### src/rtl/down_counter_4bit.sv
// Loadable down counter with start/stop control,
// terminal-count pulse and optional auto-reload.
module down_counter_4bit #(
  parameter int WIDTH = 4
) (
  input  logic             clk,
  input  logic             reset,
  input  logic             load,
  input  logic [WIDTH-1:0] load_data,
  input  logic             start,
  input  logic             stop,
  input  logic             enable,
  input  logic             auto_reload,
  output logic [WIDTH-1:0] count,
  output logic             busy,
  output logic             tc,
  output logic             done
);

  typedef enum logic [1:0] {
    IDLE = 2'd0,
    RUN  = 2'd1,
    DONE = 2'd2
  } state_t;

  localparam logic [WIDTH-1:0] ZERO = '0;
  localparam logic [WIDTH-1:0] ONE  = WIDTH'(1);

  state_t           state;
  logic [WIDTH-1:0] reload;

  // Control FSM, counter datapath and tc pulse in one
  // registered block; tc defaults low so it lasts one cycle.
  always_ff @(posedge clk) begin
    if (reset) begin
      state  <= IDLE;
      count  <= ZERO;
      reload <= ZERO;
      tc     <= 1'b0;
    end else begin
      tc <= 1'b0;
      if (load) begin
        count  <= load_data;
        reload <= load_data;
        state  <= IDLE;
      end else begin
        unique case (state)
          IDLE: begin
            // stop outranks start; a zero count cannot run
            if (!stop && start && count != ZERO)
              state <= RUN;
          end
          RUN: begin
            if (stop) begin
              state <= IDLE;
            end else if (enable) begin
              if (count == ONE) begin
                tc <= 1'b1;
                if (auto_reload) begin
                  count <= reload;
                end else begin
                  count <= ZERO;
                  state <= DONE;
                end
              end else if (count != ZERO) begin
                count <= count - ONE;
              end
            end
          end
          DONE: begin
            if (!stop && start) begin
              count <= reload;
              state <= RUN;
            end
          end
          default: begin
            state <= IDLE;
          end
        endcase
      end
    end
  end

  // Status flags are pure decodes of the state register.
  always_comb begin
    busy = (state == RUN);
    done = (state == DONE);
  end

endmodule

### config.mk
export PLATFORM = sky130hd
export DESIGN_NAME = down_counter_4bit
export DESIGN_NICKNAME = d
export VERILOG_FILES = /design/src/rtl/down_counter_4bit.sv
export SDC_FILE = /design/constraint.sdc
export NUM_CORES = 1
export LEC_CHECK = 0
export ABC_AREA = 1
export BUFFER_PORTS_ARGS = -buffer_cell sky130_fd_sc_hd__buf_2
export CAP_MARGIN = 10
export CORE_MARGIN = 10
export CORE_UTILIZATION = 54
export DETAILED_ROUTE_END_ITERATION = 6
export PLACE_DENSITY = 0.8
export SLEW_MARGIN = 10
export SYNTH_ARGS = -nofsm -noshare
export SYNTH_HDL_FRONTEND = slang
export SYNTH_SLANG_ARGS = --single-unit
### constraint.sdc
create_clock -name clk -period 2.2 [get_ports clk]
set_input_delay 0.33 -clock clk [delete_from_list [all_inputs] [get_ports clk]]
set_output_delay 0.33 -clock clk [all_outputs]
set_load 0.02 [all_outputs]
==> flow_results.org, run 1 <==
** Layout
- For this run, the number of standard cells in the final layout without fillers is ~150.
- Of the cells placed in the final design, the portion with a size suffix greater than 1 is a little under a quarter.
- Final design utilization :: 71.4%
- Relative to the synthesized area, the layout overhead comes to 18.2%.
- The net count of the finished layout is between 150 and 200.
- FILL cells :: 118
- After routing the design area is around 840 sq um.
- Ant diodes :: 0

** Worst hold path
- Hold endpoint :: reload[1]$_SDFFE_PP0P_
- Worst hold path depth :: 2
- Source of the worst hold timing path :: reset
- Path type of the worst min-delay path :: input port to register

** Floorplan
- Width of the die :: around 56 um
- Die ar. :: ~3200 sq um
- The floorplan has 12 rows.
- For this design the top-level I/O count stands at 18.
- The core region is about 1200 sq um.
- For this configuration, the core starts out at a cell density of between 60% and 70%.
- Overall die height :: 56.2 um

** STA
- Least-Margin Pin Slew :: between 0.2 and 0.25 ns
- Final setup vio count :: 0
- Summed negative setup slack over all endpoints :: 0 ns
- Clock skew after layout :: 0.000305 ns
- Max frequency :: just over 700 MHz
- Fraction of the cycle the final worst path needs :: between 60% and 70%
- Final hold violations :: 0
- Setup slack after layout :: 0.786 ns
- RSZ-0062 raised after global routing :: no
- Min cycle time layout :: 1.41 ns
- Worst slew slack as a fraction of its limit :: 86.3%
- Final-report max-slew violation count :: 0

** Critical path
- Crit path required time :: about 2.4 ns
- Worst reg2reg path startpoint :: count[1]$_SDFFE_PP0P_
- Counting cells, the worst reg-to-reg path comes to 10.
- The number of buffers and inverters on the critical path is 1.
- Family with the most delay on the worst path :: simple AND/OR/NAND/NOR gates
- The most critical setup path has its startpoint at count[1]$_SDFFE_PP0P_.
- The critical path is of the register to register type.
- For flop-to-flop paths, the worst setup slack is 0.79 ns.
- Most Frequent Cell on Critical Path :: sky130_fd_sc_hd__nand2_1
- Slowest-stage cell, CP :: sky130_fd_sc_hd__dfxtp_1
- The worst setup path is launched from a register.
- On the worst path, the slowest cell contributes a delay of roughly 0.35 ns.
- In this run the critical register-to-register path is captured at count[2]$_SDFFE_PP0P_.
- Of all nets on the critical path, the largest fanout is 6.
- Arrival time worst endpoint :: around 1.6 ns
- Counting buffers and inverters, the worst setup path is 10 cells deep.
- Kind of capture point of the worst setup path :: register
- Ordered list of cells on the worst path :: inv_1 > ha_1 > nand2_2 > nand2_2 > nand2_1 > nand2_1 > nand2_1 > nand2_1 > nor2_1 > nor2_1

** Yosys
- Dividing the synthesized area by the synthesized cell count gives between 5 and 6 sq um.
- Post-synthesis instance area :: approximately 710 sq um
- Flip-flop and latch count after synthesis :: 11
- Async SR Flop Fraction :: 0%
- Net Count, Synth :: approximately 130
- Synthesis instantiated 15 different standard cells from the library.
- After technology mapping, the gate count stands at approximately 120.
- Main flop type after synthesis :: sky130_fd_sc_hd__dfxtp_1
- Sequential element share of the synthesized area :: 31.2%
- Of all cell types, the one taking the most synthesized area is sky130_fd_sc_hd__dfxtp_1.
- Number of synthesized flops with an enable pin :: 0
- For this run, the number of Yosys warnings is 0.
- Ranking of synthesized cells by area :: sky130_fd_sc_hd__dfxtp_1 31%, sky130_fd_sc_hd__nand2_1 19%, sky130_fd_sc_hd__nand3_1 8.5%
- The most common cell in the synthesized netlist is sky130_fd_sc_hd__nand2_1.
- Top cell types by occurrence after synthesis :: 36 x sky130_fd_sc_hd__nand2_1, 16 x sky130_fd_sc_hd__inv_1, 14 x sky130_fd_sc_hd__nor2_1
- Fraction of synthesized cell area taken by the top area cell type :: 31.2%

** Routing
- The first routing iteration left 27 violations.
- Remaining design rule violation count :: 0
- Vias per std cell :: approximately 5.1
- Summing over every cut layer, the via total after detailed routing is a little under 800.
- The final layout contains routed wiring with a total length of 1.69 mm.
- Wire length per cell :: around 11 um
- Final ANT Viol Nets :: 0
- Before antenna repair, the detailed router went through 4 iterations.

** Clock network
- Clock-pin slew was measured on the worst setup and hold paths at around 0.07 ns.
- In this run the deepest clock path goes through 2 buffers.
- Post-CTS timing repair inserted 0 buffers for setup.
- Number of buffers inserted during clock tree synthesis :: 3
- Latest clock arrival within the worst-skew pair :: 0.27 ns
- CTS tree :: built
- Clk sink count :: 11
- For this design, the CTS-stage hold fixing added 0 buffers.
- Number of levels in the clock H-tree :: 1
- Root Buffer :: sky130_fd_sc_hd__clkbuf_4
- Number of gates resized after CTS :: 0

** Power and ir drop
- The worst-case IR drop observed on VDD is around 0.00033 V.
- Leakage :: 0.000465 uW
- Power Density :: roughly 600 nW/um^2

** GRT
- Summed over all layers, the global routing overflow is 0.
- The first global-routing pass estimated 2.91 mm of wire.
- The number of antenna violations at the first check in global routing is 0.
- Entering global routing, the biggest net connects 10 pins.
- Vias in the first global route :: between 600 and 700
- All-layer global routing usage :: between 10% and 20%

** Status
- Run status :: complete, no violations

** Placed design
- In this run, placement finished with an instance count of roughly 150.
- Pre-CTS worst setup slack :: between 0.8 and 0.9 ns
- In this run the cell area measured after placement is 810 sq um.
- The count of buffers added on input and output ports is 17.
- Once detailed placement completed, the half-perimeter wirelength came to between 1 and 1.5 mm.
- Final Wtd Congestion :: roughly 0.9

** Run
- Across the run, the number of max-cap violations was 0.
-- area by class of cell --
cell class,instances,area [sq um],share of cell area (%)
well taps,14,17.5,2.10
clock buffers,4,26.3,3.14
flip-flops and latches,11,220,26.3
inverters,21,78.8,9.43
repair buffers,17,85.1,10.2
multi-input cells,86,408,48.8
-- flip-flops by register name, indices dropped and copies added (netlist names) --
register / cells
state: 2
reload: 4
tc: 1
count: 4
-- worst max path at each step --
stage                                        to  slack (ns)
after floorplan           count[3]$_SDFFE_PP0P_        0.81
after global placement    count[0]$_SDFFE_PP0P_        0.83
after detailed placement  count[0]$_SDFFE_PP0P_        0.82
after CTS                 count[1]$_SDFFE_PP0P_        0.80
after global routing      count[0]$_SDFFE_PP0P_        0.64
final                     count[2]$_SDFFE_PP0P_        0.79
-- through the flow --
step / hold WS [ns] / total power, uW
5_1_grt: 0.293 / 525
3_5_place_dp: 0.461 / 352
6_report: 0.287 / 489
2_1_floorplan: 0.399 / 314
3_3_place_gp: 0.451 / 350
4_1_cts: 0.288 / 491
-- logic make-up after synthesis --
group | count (synthesis) | synth area share (%)
simple gates | 71 | 43.2
compound gates | 12 | 9.20
fa+ha+maj | 3 | 5.31
buf+inv | 21 | 11.2
flops | 11 | 31.2
-- worst register-to-register path, cell delays in order (launching register included) --
cell	delay, ns
sky130_fd_sc_hd__dfxtp_1	0.35
sky130_fd_sc_hd__inv_1	0.10
sky130_fd_sc_hd__ha_1	0.23
sky130_fd_sc_hd__nand2_2	0.15
sky130_fd_sc_hd__nand2_2	0.10
sky130_fd_sc_hd__nand2_1	0.07
sky130_fd_sc_hd__nand2_1	0.05
sky130_fd_sc_hd__nand2_1	0.07
sky130_fd_sc_hd__nand2_1	0.05
sky130_fd_sc_hd__nor2_1	0.11
sky130_fd_sc_hd__nor2_1	0.05
-- layer usage --
| layer | share of wire [%] | GRT usage (%) | up-vias |
|---|---|---|---|
| met4 | 1.2 | 4.10 | 0 |
| met3 | 7.2 | 4.56 | 3 |
| li1 | - | - | 410 |
| met2 | 42 | 16.1 | 35 |
| met5 | 0 | 0 | - |
| met1 | 49 | 14.3 | 332 |
-- report_power, final --
group          switching (uW)  leakage (uW)  internal [uW]
sequential               8.76     0.0000905            210
clock                    69.9     0.0000150           70.4
combinational            80.9      0.000359           48.5
total                     160      0.000465            329
-- layout by cell type, fill, tap and decap left out --
cell,n
sky130_fd_sc_hd__a21oi_1,5
sky130_fd_sc_hd__buf_2,17
sky130_fd_sc_hd__clkbuf_1,1
sky130_fd_sc_hd__clkbuf_4,3
sky130_fd_sc_hd__dfxtp_1,11
sky130_fd_sc_hd__ha_1,3
sky130_fd_sc_hd__inv_1,16
sky130_fd_sc_hd__inv_2,5
sky130_fd_sc_hd__nand2_1,36
sky130_fd_sc_hd__nand2_2,5
sky130_fd_sc_hd__nand3_1,12
sky130_fd_sc_hd__nand3b_1,1
sky130_fd_sc_hd__nor2_1,14
sky130_fd_sc_hd__nor2_2,2
sky130_fd_sc_hd__nor4_1,1
sky130_fd_sc_hd__o21ai_0,5
sky130_fd_sc_hd__o21ai_2,1
sky130_fd_sc_hd__o22ai_1,1
No activity file was read; power rests on OpenSTA's default activity.
==> run 2, diff against run 1 <==
ABC_AREA = 0   (was 1)
CORE_UTILIZATION = 49   (was 54)
PLACE_DENSITY = 0.75   (was 0.8)
clock period = 1.5 ns   (was 2.2 ns; I/O delays follow)
==> run 2 against run 1 <==
The flow now finishes with violations (setup timing). Synthesized cell count fell by 41%. Highest routed layer unchanged. Clock power up 41%. First-iteration DRC count shrank 52%. Routed wire length increased by 8.4%. Area after synthesis down 9.4%. Fmax fell by 22%. Power up 52%. Cell area increased by 8.8%. Via count fell by 13%. Critical path depth decreased by 4. Sequential share of layout area is 1.6 points lower.
==> flow_results.org, run 2 <==
** Layout
- The most common cell after layout, fill and taps aside is sky130_fd_sc_hd__buf_2 (was sky130_fd_sc_hd__nand2_1).
- Ant diodes :: 0 (unchanged)
- The proportion of layout cells with a drive suffix above 1 came to 44.2% (was 23.7%).
- The total of fill cells in the finished design came to 80 (was 118).
- Growth of design area from synthesis to finish :: 42.0% (was 18.2%)
- Flip-flop and latch area :: 225 sq um (was 220 sq um)
- Final Net Count :: 119 (was 154)
- The cell area after layout was 910 sq um (was 836 sq um).
- Top Registers: count x4, reload x4, state x2 (unchanged).
- Most frequent cells in the layout: 17 x sky130_fd_sc_hd__buf_2, 16 x sky130_fd_sc_hd__buf_4, 9 x sky130_fd_sc_hd__dfxtp_1 (was 36 x sky130_fd_sc_hd__nand2_1, 17 x sky130_fd_sc_hd__buf_2, 16 x sky130_fd_sc_hd__inv_1).
- The area taken by multi-input logic gates was 418 sq um (was 408 sq um).

** Yosys
- The most frequent cell after synthesis is sky130_fd_sc_hd__dfxtp_1 (was sky130_fd_sc_hd__nand2_1).
- The post-synth design cell area is 641 sq um (was 707 sq um).
- The number of enable-type register cells in the synthesized netlist is 0 (unchanged).
- Cells after synthesis :: 70 (was 118)
- The count of distinct cell types in the synthesized netlist was 30 (was 15).
- The count of yosys warnings during synthesis came to 0 (unchanged).
- Mean cell area of the mapped netlist :: 9.15 sq um (was 5.99 sq um)
- Net Count, Synth :: 84 (was 132)
- Main flop type after synthesis :: sky130_fd_sc_hd__dfxtp_1 (unchanged)
- Ranking of synthesized cells by area :: sky130_fd_sc_hd__dfxtp_1 34%, sky130_fd_sc_hd__ha_1 5.9%, sky130_fd_sc_hd__a211oi_1 4.7% (was sky130_fd_sc_hd__dfxtp_1 31%, sky130_fd_sc_hd__nand2_1 19%, sky130_fd_sc_hd__nand3_1 8.5%)
- The number of storage elements in the synthesis netlist is 11 (unchanged).
- Sequential element share of the synthesized area :: 34.4% (was 31.2%)
- The async set or reset register ratio after synthesis was 0% (unchanged).
- The dominant cell type by area after synthesis was sky130_fd_sc_hd__dfxtp_1 (unchanged).
- The share of Yosys cell area claimed by the top area cell type came to 34.4% (was 31.2%).

** STA
- Least-Margin Pin Slew :: 0.352 ns (was 0.203 ns)
- Clock skew after layout :: 0.00141 ns (was 0.000305 ns)
- The setup-violating endpoint count in the final report was 5 (was 0).
- The post-layout worst setup margin came to -0.324 ns (was 0.786 ns).
- Fraction of the cycle the final worst path needs :: 122% (was 64.3%)
- RSZ-0062 raised after global routing: yes (was no).
- The number of slew-limit violations in the final report is 0 (unchanged).
- Final hold violations :: 0 (unchanged)
- Worst slew slack as a fraction of its limit :: 76.5% (was 86.3%)
- Max frequency :: 548 MHz (was 707 MHz)
- Min cycle time layout :: 1.82 ns (was 1.41 ns)
- The aggregate negative setup slack was -1.25 ns (was 0 ns).

** Critical path
- The launching element type of the critical path is a register (unchanged).
- Ordered list of cells on the worst path :: inv_4 > ha_4 > or4b_4 > a221oi_4 > a211oi_1 > a211oi_1 (was inv_1 > ha_1 > nand2_2 > nand2_2 > nand2_1 > nand2_1 > nand2_1 > nand2_1 > nor2_1 > nor2_1)
- The maximum fanout count along the critical path is 7 (was 6).
- The largest stage delay on the critical path is 0.49 ns (was 0.35 ns).
- The buffers plus inverters on the worst setup path is 1 (unchanged).
- The cell count of the worst reg-to-reg path came to 6 (was 10).
- The slack of the worst reg-to-reg path is -0.32 ns (was 0.79 ns).
- The end of the worst register-to-register path is count[1]$_SDFFE_PP0P_ (was count[2]$_SDFFE_PP0P_).
- The most numerous cell on the critical path is sky130_fd_sc_hd__a211oi_1 (was sky130_fd_sc_hd__nand2_1).
- Kind of capture point of the worst setup path :: register (unchanged)
- Crit path required time :: 1.68 ns (was 2.37 ns)
- Family with the most delay on the worst path :: compound AO/OA/AOI/OAI gates (was simple AND/OR/NAND/NOR gates)
- The endpoint arrival time on the critical path was 2.00 ns (was 1.59 ns).
- The source of the worst register-to-register timing path is count[1]$_SDFFE_PP0P_ (unchanged).
- Classification of the worst setup path :: register to register (unchanged)
- The cell type of the slowest stage on the worst timing path was sky130_fd_sc_hd__or4b_4 (was sky130_fd_sc_hd__dfxtp_1).

** Power and ir drop
- Power Density :: 819 nW/um^2 (was 585 nW/um^2)
- Leakage :: 0.000408 uW (was 0.000465 uW)
- The maximum ir drop on the vdd rail was 0.000631 V (was 0.000333 V).

** Routing
- Remaining design rule violation count :: 0 (unchanged)
- Length of the first detailed-routing pass in iterations :: 4 (unchanged)
- The wire length per cell after detailed routing was 15.6 um (was 11.1 um).
- The total wirelength of the detailed-routed design is 1.84 mm (was 1.69 mm).
- The number of vias in the routed layout was 681 (was 780).
- The initial detailed-routing violation count was 13 (was 27).
- Final ANT Viol Nets :: 0 (unchanged)
- Vias per std cell :: 5.77 (was 5.10)

** GRT
- The global routing usage on met1 was 14.2% (was 14.3%).
- The via count of the first global-routing pass was 658 (was 692).
- Global-route wire length before repair :: 3.04 mm (was 2.91 mm)
- The total congestion overflow was 0 (unchanged).
- The number of antenna violations at the first check in global routing is 0 (unchanged).
- The met3 usage came to 3.19% (was 4.56%).
- The maximum number of pins on one net before global-route repair came to 19 (was 10).
- The met2 global-route usage came to 16.7% (was 16.1%).
- The global routing usage summed across all routing layers came to 11.1% (was 11.2%).
- The busiest layer in global routing is met2 (unchanged).

** Status
- Violated checks :: setup timing
- Run status :: finished, violations left (was complete, no violations)

** Worst hold path
- Source of the worst hold timing path :: stop (was reset)
- Worst hold path depth :: 2 (unchanged)
- Path type of the worst min-delay path :: input port to register (unchanged)
- The hold-critical path endpoint was state[0]$_SDFFE_PP0P_ (was reload[1]$_SDFFE_PP0P_).

** Clock network
- The total number of H-tree levels is 1 (unchanged).
- Clk sink count :: 11 (unchanged)
- Latest clock arrival within the worst-skew pair :: 0.26 ns (was 0.27 ns)
- The post-CTS clock slew at the launch and capture registers of the worst setup and hold paths came to 0.07 ns (about the same).
- Max clock buf depth :: 2 (unchanged)
- The root cell of the clock tree is sky130_fd_sc_hd__clkbuf_4 (unchanged).
- Number of buffers inserted during clock tree synthesis :: 3 (unchanged)
- The clock tree from TritonCTS was built (unchanged).

** Placed design
- The weighted congestion reported at the end of routability-driven placement is 0.834 (was 0.884).
- Area after DPL :: 840 sq um (was 810 sq um)
- DPL Wire Length :: 1.33 mm (was 1.39 mm)
- The port buffer count was 17 (unchanged).

** Run
- The count of max-cap constraint violations is 0 (unchanged).

** Floorplan
- The die span in y is 56.2 um (about the same).
- Core box area :: 1170 sq um (unchanged)
- The number of placed I/O pins came to 18 (unchanged).
- Width of the die :: 56.2 um (about the same)
- The starting utilization of the core area came to 54.7% (was 60.4%).
- Standard-cell row count :: 12 (unchanged)
- The area of the die came to 3150 sq um (was 3160 sq um).
[run 2: cell type report]
cell class / instances / area share, %
clock buffers: 4 / 2.89
well taps: 14 / 1.93
flip-flops and latches: 11 / 24.8
inverters: 4 / 1.93
repair buffers: 33 / 22.6
multi-input cells: 52 / 45.9
[run 2: how the worst max path moves through the flow]
stage,startpoint,end,slack [ns],depth (start not counted)
3_3_place_gp,count[1]$_SDFFE_PP0P_,count[1]$_SDFFE_PP0P_,-0.31,6
4_1_cts,count[1]$_SDFFE_PP0P_,count[1]$_SDFFE_PP0P_,-0.34,6
6_report,count[1]$_SDFFE_PP0P_,count[1]$_SDFFE_PP0P_,-0.32,6
5_1_grt,count[0]$_SDFFE_PP0P_,count[1]$_SDFFE_PP0P_,-0.41,6
2_1_floorplan,count[1]$_SDFFE_PP0P_,count[1]$_SDFFE_PP0P_,-0.27,6
3_5_place_dp,count[1]$_SDFFE_PP0P_,count[1]$_SDFFE_PP0P_,-0.35,6
[run 2: repair_timing]
item,4_1_cts,5_1_grt
hold buffers,0,0
pin swaps,1,4
setup buffers,4,1
setup endpoints to repair,6,7
resized for setup,1,1
[run 2: metrics by stage]
step / total power (uW) / utilization [%] / hold slack (ns) / setup WS (ns) / instances
final: 745 / 77.7 / 0.154 / -0.324 / 118
after global routing: 791 / 77.7 / 0.155 / -0.406 / 118
after CTS: 743 / 77.0 / 0.153 / -0.339 / 117
after detailed placement: 531 / 71.7 / 0.435 / -0.348 / 109
after global placement: 526 / 71.7 / 0.429 / -0.315 / 109
after floorplan: 454 / - / 0.304 / -0.270 / 70
[run 2: routing by layer]
layer  part of all wire (%)  up-vias
li1                       -      335
met1                     47      313
met2                     44       27
met3                    6.0        6
met4                    2.7        0
met5                      0        -
[run 2: kinds of logic after synthesis]
| kind of cell | synth area share, % |
|---|---|
| multiplexers | 4.88 |
| adder cells (fa/ha/maj) | 5.86 |
| AO/OA/AOI/OAI | 22.9 |
| flip-flops | 34.4 |
| buffers and inverters | 4.10 |
| AND/OR/NAND/NOR | 27.9 |
[run 2: power breakdown]
group	total [uW]	internal, uW	switching (uW)	leakage (uW)
combinational	223	116	107	0.000302
sequential	324	309	14.6	0.0000912
clock	198	103	95.5	0.0000150
